**src/rtl/ecg_peak_threshold_if.sv**
```systemverilog
// Sample-stream and threshold bundle for the ECG adaptive-threshold block.
// Handshake: in_valid qualifies in_data in the same cycle. There is no ready
// and no back-pressure. A sample is taken exactly when in_valid is high and
// clear is low. thr_valid is a one-cycle pulse marking a new threshold value.
interface ecg_peak_threshold_if #(
    parameter int DW = 32
);
    logic          in_valid;
    logic [DW-1:0] in_data;
    logic          clear;
    logic [DW-1:0] threshold;
    logic          thr_valid;
    logic [DW-1:0] cur_max;
    logic          peak_flag;
    logic          primed;
    logic          fsm_state;   // debug view of the FILL/RUN state (0 = FILL)

    modport master (
        output in_valid, in_data, clear,
        input  threshold, thr_valid, cur_max, peak_flag, primed, fsm_state
    );

    modport slave (
        input  in_valid, in_data, clear,
        output threshold, thr_valid, cur_max, peak_flag, primed, fsm_state
    );
endinterface

```
**src/rtl/ecg_peak_threshold.sv**
```systemverilog
// Adaptive QRS threshold.
// Tracks the magnitude maximum of each WIN_LEN-sample window and keeps the
// last NWIN maxima in a ring. The threshold is the ring average shifted right
// by THR_SHIFT. Pipeline: the window-end edge registers win_max, the next edge
// updates the ring, the sum and the threshold, and thr_valid pulses while the
// new threshold is first visible.
module ecg_peak_threshold #(
    parameter int DW        = 32,
    parameter int WIN_LEN   = 256,
    parameter int NWIN      = 4,
    parameter int THR_SHIFT = 1
) (
    input  logic                clk,
    input  logic                rst_n,
    ecg_peak_threshold_if.slave bus
);
    localparam int LW = $clog2(NWIN);
    localparam int PW = (LW > 0) ? LW : 1;
    localparam int SW = DW + LW;
    localparam int CW = $clog2(WIN_LEN);
    localparam int FW = $clog2(NWIN + 1);

    localparam logic [0:0] ST_FILL = 1'b0;
    localparam logic [0:0] ST_RUN  = 1'b1;

    localparam logic [DW-1:0] MAG_MAX  = {1'b0, {(DW-1){1'b1}}};
    localparam logic [DW-1:0] MOST_NEG = {1'b1, {(DW-1){1'b0}}};

    logic [DW-1:0] mag;
    logic          accept;
    logic          win_last;

    logic [CW-1:0] wcnt_q;
    logic [DW-1:0] cur_max_q;
    logic [DW-1:0] win_max_q;
    logic          push_q;

    logic [DW-1:0] ring_q [NWIN];
    logic [SW-1:0] sum_q;
    logic [PW-1:0] wptr_q;
    logic [FW-1:0] fill_q;
    logic [0:0]    state_q;

    logic [DW-1:0] threshold_q;
    logic          thr_valid_q;
    logic          primed_q;
    logic          peak_q;

    logic [SW-1:0] sum_next;
    logic [SW-1:0] avg_next;
    logic [DW-1:0] thr_next;
    logic [PW-1:0] wptr_next;

    // Saturating magnitude: the most negative input cannot be negated in DW bits.
    always_comb begin
        mag = bus.in_data;
        if (bus.in_data == MOST_NEG) begin
            mag = MAG_MAX;
        end else if (bus.in_data[DW-1]) begin
            mag = '0 - bus.in_data;
        end
    end

    assign accept   = bus.in_valid & ~bus.clear;
    assign win_last = accept && (wcnt_q == CW'(WIN_LEN - 1));

    // Next ring sum, threshold and write pointer for a pending push.
    always_comb begin
        sum_next  = sum_q + SW'(win_max_q) - SW'(ring_q[wptr_q]);
        avg_next  = sum_next >> LW;
        thr_next  = DW'(avg_next >> THR_SHIFT);
        wptr_next = (wptr_q == PW'(NWIN - 1)) ? '0 : wptr_q + 1'b1;
    end

    // Window counter, running maximum and capture of the finished window.
    always_ff @(posedge clk) begin
        if (!rst_n) begin
            wcnt_q    <= '0;
            cur_max_q <= '0;
            win_max_q <= '0;
            push_q    <= 1'b0;
        end else begin
            push_q <= win_last;
            if (bus.clear) begin
                wcnt_q    <= '0;
                cur_max_q <= '0;
            end else if (accept) begin
                if (wcnt_q == '0) begin
                    cur_max_q <= mag;
                end else if (mag > cur_max_q) begin
                    cur_max_q <= mag;
                end
                if (win_last) begin
                    win_max_q <= (mag > cur_max_q) ? mag : cur_max_q;
                    wcnt_q    <= '0;
                end else begin
                    wcnt_q <= wcnt_q + 1'b1;
                end
            end
        end
    end

    // History ring, running sum, threshold and the FILL/RUN state machine.
    always_ff @(posedge clk) begin
        if (!rst_n) begin
            for (int i = 0; i < NWIN; i++) begin
                ring_q[i] <= '0;
            end
            sum_q       <= '0;
            wptr_q      <= '0;
            fill_q      <= '0;
            state_q     <= ST_FILL;
            threshold_q <= '0;
            thr_valid_q <= 1'b0;
            primed_q    <= 1'b0;
        end else begin
            thr_valid_q <= push_q;
            if (push_q) begin
                sum_q          <= sum_next;
                ring_q[wptr_q] <= win_max_q;
                wptr_q         <= wptr_next;
                threshold_q    <= thr_next;
                case (state_q)
                    ST_FILL: begin
                        if (fill_q == FW'(NWIN - 1)) begin
                            state_q  <= ST_RUN;
                            primed_q <= 1'b1;
                        end else begin
                            fill_q <= fill_q + 1'b1;
                        end
                    end
                    default: begin
                        state_q <= ST_RUN;
                    end
                endcase
            end
        end
    end

    // Peak flag compares against the threshold visible in the accept cycle.
    always_ff @(posedge clk) begin
        if (!rst_n) begin
            peak_q <= 1'b0;
        end else begin
            peak_q <= accept & primed_q & (mag > threshold_q);
        end
    end

    assign bus.threshold = threshold_q;
    assign bus.thr_valid = thr_valid_q;
    assign bus.cur_max   = cur_max_q;
    assign bus.peak_flag = peak_q;
    assign bus.primed    = primed_q;
    assign bus.fsm_state = state_q[0];
endmodule

```
**src/flat_wrapper.sv**
```systemverilog
// flat-port wrapper written by rule: the top's interface ports become plain ports
module ecg_peak_threshold_flat 
#(
    parameter int DW        = 32,
    parameter int WIN_LEN   = 256,
    parameter int NWIN      = 4,
    parameter int THR_SHIFT = 1
)
  (clk, rst_n, bus_in_valid, bus_in_data, bus_clear, bus_threshold, bus_thr_valid, bus_cur_max, bus_peak_flag, bus_primed, bus_fsm_state);
  ecg_peak_threshold_if #(.DW(DW)) bus_i ();
  input  logic clk;
  input  logic rst_n;
  input wire logic [$bits(bus_i.in_valid)-1:0] bus_in_valid;
  input wire logic [$bits(bus_i.in_data)-1:0] bus_in_data;
  input wire logic [$bits(bus_i.clear)-1:0] bus_clear;
  output wire logic [$bits(bus_i.threshold)-1:0] bus_threshold;
  output wire logic [$bits(bus_i.thr_valid)-1:0] bus_thr_valid;
  output wire logic [$bits(bus_i.cur_max)-1:0] bus_cur_max;
  output wire logic [$bits(bus_i.peak_flag)-1:0] bus_peak_flag;
  output wire logic [$bits(bus_i.primed)-1:0] bus_primed;
  output wire logic [$bits(bus_i.fsm_state)-1:0] bus_fsm_state;
  assign bus_i.in_valid = bus_in_valid;
  assign bus_i.in_data = bus_in_data;
  assign bus_i.clear = bus_clear;
  assign bus_threshold = bus_i.threshold;
  assign bus_thr_valid = bus_i.thr_valid;
  assign bus_cur_max = bus_i.cur_max;
  assign bus_peak_flag = bus_i.peak_flag;
  assign bus_primed = bus_i.primed;
  assign bus_fsm_state = bus_i.fsm_state;
  ecg_peak_threshold #(.DW(DW), .WIN_LEN(WIN_LEN), .NWIN(NWIN), .THR_SHIFT(THR_SHIFT)) u_core (.clk(clk), .rst_n(rst_n), .bus(bus_i));
endmodule
```
**config.mk**
```make
export PLATFORM = sky130hd
export DESIGN_NAME = ecg_peak_threshold_flat
export DESIGN_NICKNAME = d
export VERILOG_FILES = /design/src/rtl/ecg_peak_threshold_if.sv /design/src/rtl/ecg_peak_threshold.sv /design/src/flat_wrapper.sv
export SDC_FILE = /design/constraint.sdc
export NUM_CORES = 1
export LEC_CHECK = 0
export ABC_AREA = 0
export BUFFER_PORTS_ARGS = -buffer_cell sky130_fd_sc_hd__buf_4
export CAP_MARGIN = 20
export CORE_MARGIN = 4
export CORE_UTILIZATION = 45
export CTS_BUF_LIST = sky130_fd_sc_hd__clkbuf_16
export CTS_CLUSTER_DIAMETER = 30
export DETAILED_ROUTE_END_ITERATION = 16
export GPL_TIMING_DRIVEN = 0
export PLACE_DENSITY = 0.72
export RECOVER_POWER = 25
export SYNTH_ARGS = -nofsm -noshare
export SYNTH_HDL_FRONTEND = slang
export SYNTH_SLANG_ARGS = --single-unit
```
**constraint.sdc**
```tcl
create_clock -name clk -period 16.2 [get_ports clk]
set_input_delay 4.86 -clock clk [delete_from_list [all_inputs] [get_ports clk]]
set_output_delay 4.86 -clock clk [all_outputs]
set_load 0.01 [all_outputs]
```
==> impl_metrics.json, run 1 <==
{
  "p_sw_frac": 0.247,
  "synth_edf_count": 128,
  "dieArea_um2": 36900,
  "antenna_found_initial": 0,
  "end_kind": "register",
  "clk_pin_slew_ns": 0.05,
  "vias_per_cell": 5.54,
  "skew_ns": 0.0232,
  "worstPathRequired_ns": 16.68,
  "relSlewSlack": 0.364,
  "synth_area_leaders": "edfxtp_1, dfxtp_1, ha_1, mux4_2, inv_1",
  "wl_um": 41900,
  "n_antenna_cell": 0,
  "vdd_ir_drop_max_uv": 87.5,
  "drcViolationCount": 0,
  "arrival_ns": 10.36,
  "multiInputGateArea_um2": 7840,
  "wire_per_inst_um": 19.1,
  "ys_async_sr_fraction": 0,
  "hp-class": "register to register",
  "start_kind": "input port",
  "grt_max_degree": 33,
  "htreeDepth": 2,
  "synth_top_area_frac": 0.252,
  "yosys.area.top_type": "edfxtp_1",
  "hpwl_um": 32200,
  "start_util": 0.456,
  "fin_util": 0.540,
  "dr.pass1.iters": 5,
  "synth_seq_area_share": 0.407,
  "postCtsSetupBuffers": 0,
  "port_buffers": 100,
  "grt_pass1_vias": 12100,
  "maxCapViolCount": 0,
  "num_vias": 12100,
  "ios": 104,
  "period_minus_slack_ns": 9.88,
  "grt_usage": 0.229,
  "outcome": "completed",
  "cts_made_buffers": 45,
  "cts-root-buf": "clkbuf_16",
  "p_leak_nw": 7.09,
  "holdBufCountCts": 0,
  "num-fill-cells": 2936,
  "numClockSinks": 246,
  "fmax_mhz": 101,
  "grt_pass1_wl_um": 66100,
  "hold_violations": 0,
  "syn-instance-count": 1558,
  "cpMostUsedCell": "nand2_1",
  "seq_power_share": 0.375,
  "core-area_um2": 33400,
  "drive_above_1_share": 0.135,
  "final_cell_count_no_fill": 2193,
  "place_congestion": 0.942,
  "cp_slowest_stage_delay_ns": 0.55,
  "syn_area_per_cell_um2": 9.78,
  "setup_ws_ns": 6.32,
  "yosys.cell_count.top_type": "inv_1",
  "period_share": 0.610,
  "seq_area_um2": 6210,
  "p_sw_mw": 0.450,
  "cp_cell_sequence": "buf_4, inv_1, ha_1, or3b_2, or4_1, or4_4, nor3_1, nand2_1, clkbuf_1, nand2_1, ha_1, a21o_1, a21o_1, a21oi_1, o21a_1, o221a_2, o21ai_0, nand2_1, buf_1, clkbuf_1, nand3_1, nand3_1",
  "p_int_mw": 1.37,
  "yosysWarnings": 0,
  "yosys.cell_types.count": 69,
  "post-place-cells": 2108,
  "cts.path.max_buffers": 3,
  "ctsResizeCount": 0,
  "synth-seq-cells": 246,
  "synth.top_cells.by_count": "inv_1, nor2_1, edfxtp_1, dfxtp_1, ha_1",
  "cts_tree": "built",
  "area_growth_syn_to_layout_pct": 18.6,
  "worst_pin_slew_ns": 0.955,
  "worstSkewPairLatency_ns": 0.55,
  "synth_ff_type": "edfxtp_1",
  "post-place-ws_ns": 5.79,
  "grt_overflow_total": 0,
  "antenna_left": 0,
  "syn-cell-area_um2": 15200,
  "power.density_nw_per_um2": 101,
  "hold_slack_ns": 0.492,
  "rsz0062_at_grt": "no",
  "setup_viol": 0,
  "worstPathMaxFanout": 10,
  "dieWidth_um": 192,
  "cp_slowest_cell": "or4_4",
  "die_y_um": 192,
  "drtIter0Drc": 1083,
  "rows": 67,
  "tns_ns": 0,
  "drv_slew": 0,
  "pwr-share-comb": 0.081,
  "worstSetupPathType": "input port to register",
  "clkPwrFrac": 0.544,
  "nets": 1879,
  "synth_nets": 1729
}
[cells by family (layout without fill, tap and decap cells)]
group                    after synthesis  in the layout  synth area share
AO/OA/AOI/OAI                        235            235             0.104
XOR/XNOR                              54             54            0.0310
adder cells (fa/ha/maj)              135            135             0.127
buffers and inverters                289            476            0.0792
flip-flops                           246            246             0.407
multiplexers                          78             78            0.0779
other                                  1              1          0.000246
AND/OR/NAND/NOR                      520            520             0.174
[per-stage QoR]
step	power [mW]	area, µm²
after floorplan	0.791	15200
after global placement	0.835	16500
after global routing	1.88	18100
final	1.82	18100
after detailed placement	0.842	16600
after CTS	1.83	18200
[path summary, 6_finish.rpt]
| path | cells past startpoint | startpoint | to | slack [ns] |
|---|---|---|---|---|
| setup / recovery | 22 | bus_in_data[1] | u_core.win_max_q[12]$_SDFFE_PN0P_ | 6.32 |
| setup reg to reg | 15 | register | u_core.sum_q[32]$_SDFFE_PN0P_ | 10.74 |
| hold reg to reg | 2 | u_core.sum_q[1]$_SDFFE_PN0P_ | u_core.sum_q[1]$_SDFFE_PN0P_ | 0.49 |
| hold / removal | 2 | u_core.sum_q[1]$_SDFFE_PN0P_ | u_core.sum_q[1]$_SDFFE_PN0P_ | 0.49 |
[layer usage]
metal	vias to the layer above	track usage	wire length, µm
met2	534	0.370	19300
met4	0	0.0861	1570
li1	5806	-	-
met1	5701	0.306	17500
met5	-	0	0
met3	99	0.0463	3500
[cell usage in the layout, fill, tap and decap left out, types with 6 or more instances in the layout]
cell type | Yosys | final
nand2_1 | 98 | 97
or4_1 | 7 | 7
and2_1 | 69 | 69
and3_1 | 7 | 7
buf_4 | 32 | 82
or3_1 | 6 | 6
nor2_1 | 136 | 136
xor2_1 | 33 | 33
mux2i_1 | 42 | 42
clkbuf_1 | 60 | 101
buf_1 | 18 | 17
edfxtp_1 | 128 | 128
xnor2_1 | 21 | 21
inv_6 | 0 | 12
o211ai_1 | 13 | 13
o21a_1 | 9 | 9
clkbuf_4 | 0 | 10
nor4_1 | 36 | 36
o31ai_1 | 10 | 9
clkbuf_16 | 0 | 47
ha_1 | 103 | 103
nand2b_1 | 12 | 10
fa_1 | 32 | 32
bufinv_16 | 0 | 6
nor2b_1 | 13 | 13
inv_1 | 176 | 177
mux4_2 | 32 | 32
a21o_1 | 34 | 34
a211oi_1 | 38 | 38
dfxtp_1 | 118 | 118
o21ai_0 | 41 | 41
nor3_1 | 16 | 16
nand4_1 | 36 | 36
a31oi_1 | 12 | 12
nand3_1 | 57 | 57
a21oi_1 | 46 | 46
[worst max-delay path: cells and delay by family]
kind	cells	cell delay (ns)
AND/OR/NAND/NOR	9	2.77
adder cells (fa/ha/maj)	2	0.45
AO/OA/AOI/OAI	6	0.92
buffers and inverters	5	1.36
[registers in the layout, summed over array words and instances (netlist names), named ones only]
signal,count
u_core.bus.thr_valid,1
u_core.ring_q,128
u_core.push_q,1
u_core.bus.cur_max,32
u_core.bus.fsm_state,1
u_core.win_max_q,32
u_core.wcnt_q,8
u_core.wptr_q,2
u_core.bus.primed,1
u_core.fill_q,3
u_core.sum_q,34
u_core.bus.peak_flag,1
[power groups by stage]
stage / combinational (mW) / clock [mW] / sequential (mW)
finish: 0.147 / 0.989 / 0.683
global route: 0.165 / 1.03 / 0.684
CTS: 0.149 / 0.998 / 0.683
detailed placement: 0.148 / 0 / 0.694
global placement: 0.141 / 0 / 0.694
floorplan: 0.0989 / 0 / 0.692
[cell type report]
cell class                      instances  share of cell area
Timing Repair Buffer                  103              0.0359
Multi-Input combinational cell       1023               0.434
Sequential cell                       246               0.343
Buffer                                112              0.0301
Tap cell                              448              0.0310
Clock inverter                         37              0.0236
Inverter                              177              0.0368
Clock buffer                           47              0.0651
(Power assumes the default switching activity.)
==> run 2: changes to the inputs <==
ABC_AREA = 1   (was 0)
clock period = 9.65 ns   (was 16.2 ns; I/O delays follow)
==> impl_metrics.json, run 2 <==
{
  "outcome": "completed",
  "layout_common_cells": "nand2_1, inv_1, nor2_1",
  "hp-class": "register to register",
  "largest_reg_flops": 128,
  "worst_pin_slew_ns": 1.07,
  "period_share": 0.627,
  "htreeDepth": 2,
  "worstPathRequired_ns": 10.15,
  "die_y_um": 199,
  "dieArea_um2": 39700,
  "grt_overflow_total": 0,
  "drtIter0Drc": 1509,
  "mostFrequentLayoutCell": "nand2_1",
  "rows": 69,
  "antenna_left": 0,
  "synth.top_cells.by_count": "nand2_1, inv_1, nor2_1, o21ai_0, nand3_1",
  "postCtsSetupBuffers": 0,
  "seq_area_um2": 6210,
  "yosysWarnings": 0,
  "regMostFlops": "u_core.ring_q",
  "cts_made_buffers": 54,
  "cts.path.max_buffers": 3,
  "vias_per_cell": 5.45,
  "arrival_ns": 6.54,
  "synth_ff_type": "edfxtp_1",
  "cts_tree": "built",
  "r2r_slack_ns": 4.84,
  "yosys.cell_count.top_type": "nand2_1",
  "hold-path-endpoint": "u_core.fill_q[0]$_SDFFE_PN0P_",
  "postLayoutCellArea_um2": 19600,
  "nets": 2482,
  "vdd_ir_drop_max_uv": 137,
  "p_int_mw": 2.43,
  "seq_power_share": 0.350,
  "syn_area_per_cell_um2": 7.65,
  "synth_edf_count": 128,
  "num_vias": 15300,
  "core-area_um2": 35800,
  "grt_max_degree": 25,
  "period_minus_slack_ns": 6.05,
  "pwr-share-comb": 0.092,
  "synth_seq_area_share": 0.377,
  "ios": 104,
  "dr.pass1.iters": 5,
  "p_leak_nw": 8.45,
  "hpwl_um": 40600,
  "synth_area_leaders": "edfxtp_1, dfxtp_1, nand2_1, ha_1, inv_1",
  "dieWidth_um": 199,
  "relSlewSlack": 0.285,
  "hold_violations": 0,
  "grt_usage": 0.256,
  "grt_pass1_wl_um": 80100,
  "maxCapViolCount": 0,
  "hold_slack_ns": 0.465,
  "holdPathStages": 1,
  "syn-cell-area_um2": 16400,
  "wl_um": 51200,
  "startpoint": "bus_in_data[0]",
  "clkPwrFrac": 0.558,
  "synth-seq-cells": 246,
  "area_growth_syn_to_layout_pct": 18.9,
  "largestRegisters": "u_core.ring_q: 128 flops, u_core.sum_q: 34 flops",
  "yosys.area.top_type": "edfxtp_1",
  "n_antenna_cell": 0,
  "rsz0062_at_grt": "no",
  "placed_area_um2": 17900,
  "worstSetupPathType": "input port to register",
  "p_sw_frac": 0.258,
  "ff2ff_path_depth": 22,
  "yosys.cell_types.count": 56,
  "antenna_found_initial": 0,
  "start_kind": "input port",
  "port_buffers": 101,
  "timing.rr.end": "u_core.sum_q[30]$_SDFFE_PN0P_",
  "ctsResizeCount": 0,
  "fmax_mhz": 165,
  "skew_ns": 0.0305,
  "ys_async_sr_fraction": 0,
  "multiInputGateArea_um2": 8340,
  "worstPathMaxFanout": 10,
  "worstSkewPairLatency_ns": 0.58,
  "p_sw_mw": 0.846,
  "place_congestion": 0.916,
  "holdBufCountCts": 0,
  "num-fill-cells": 3255,
  "synth_top_area_frac": 0.234,
  "numClockSinks": 246,
  "syn-instance-count": 2149,
  "tns_ns": 0,
  "clk_pin_slew_ns": 0.05,
  "drv_slew": 0,
  "min_from": "u_core.fill_q[0]$_SDFFE_PN0P_",
  "start_util": 0.459,
  "setup_viol": 0,
  "drcViolationCount": 0,
  "grt_pass1_vias": 15100,
  "wire_per_inst_um": 18.2,
  "power.density_nw_per_um2": 167,
  "drive_above_1_share": 0.117,
  "end_kind": "register",
  "synth_nets": 2320,
  "cts-root-buf": "clkbuf_16"
}
## run 2: how the worst max path moves through the flow
stage | cells after the start | to
finish | 23 | u_core.bus.cur_max[5]$_SDFFE_PP0P_
global route | 22 | u_core.win_max_q[29]$_SDFFE_PN0P_
CTS | 22 | u_core.win_max_q[1]$_SDFFE_PN0P_
detailed placement | 23 | u_core.bus.cur_max[4]$_SDFFE_PP0P_
global placement | 5 | u_core.ring_q[3][6]$_DFFE_PP_
floorplan | 5 | u_core.ring_q[3][0]$_DFFE_PP_
## run 2: final cells by class
type	instances	area share
tap	461	0.0295
sequential	246	0.317
inverter	333	0.0640
buffer	110	0.0326
clock buffer	56	0.0716
multi-input combinational	1460	0.426
clock inverter	45	0.0221
timing repair buffer	106	0.0366
## run 2: per-stage QoR
step / power [mW] / setup slack (ns) / instances / util
final: 3.28 / 3.60 / 2817 / 0.546
after global routing: 3.37 / 3.33 / 2817 / 0.546
after CTS: 3.28 / 3.61 / 2817 / 0.551
after detailed placement: 1.46 / 3.04 / 2716 / 0.499
after global placement: 1.45 / 2.08 / 2711 / 0.496
after floorplan: 1.36 / 3.49 / 2149 / -
## run 2: routing by layer
metal	share of wire	GRT usage	wire length, µm	up-vias
met3	0.074	0.0545	3790	124
met2	0.48	0.431	24500	669
met5	0	0	0	-
met4	0.038	0.103	1940	0
li1	-	-	-	7403
met1	0.41	0.321	21000	7150
## run 2: worst max-delay path: stages
cell and delay [ns]:
buf_4 0.11, inv_1 0.10, ha_1 0.22, nand2_1 0.10
nor2_2 0.32, nand4_2 0.32, buf_6 0.25, nand2_1 0.18
ha_1 0.27, nand2_1 0.09, nor2_1 0.05, nor2_1 0.10
nand2_1 0.10, nand2_1 0.08, nand2_1 0.05, nand2_1 0.12
nand2_1 0.26, nand2_1 0.28, buf_2 0.28, nand2_1 0.10
nand3_1 0.09, nand2_1 0.06, a21oi_1 0.13
## run 2: power groups by stage
stage	combinational, mW	sequential [mW]	clock, mW
finish	0.303	1.15	1.83
global route	0.338	1.15	1.89
CTS	0.303	1.14	1.84
detailed placement	0.300	1.16	0
global placement	0.286	1.16	0
floorplan	0.204	1.16	0
## run 2: cells by family (layout without fill, tap and decap cells)
family	count (synthesis)	count (layout)	synth area share
AOI/OAI and AO/OA	397	397	0.138
xor gates and xnor gates	13	13	0.00692
adders and majority gates	135	135	0.117
buffers and inverters	443	650	0.115
DFF	246	246	0.377
other	1	1	0.000228
and+or+nand+nor	914	914	0.245
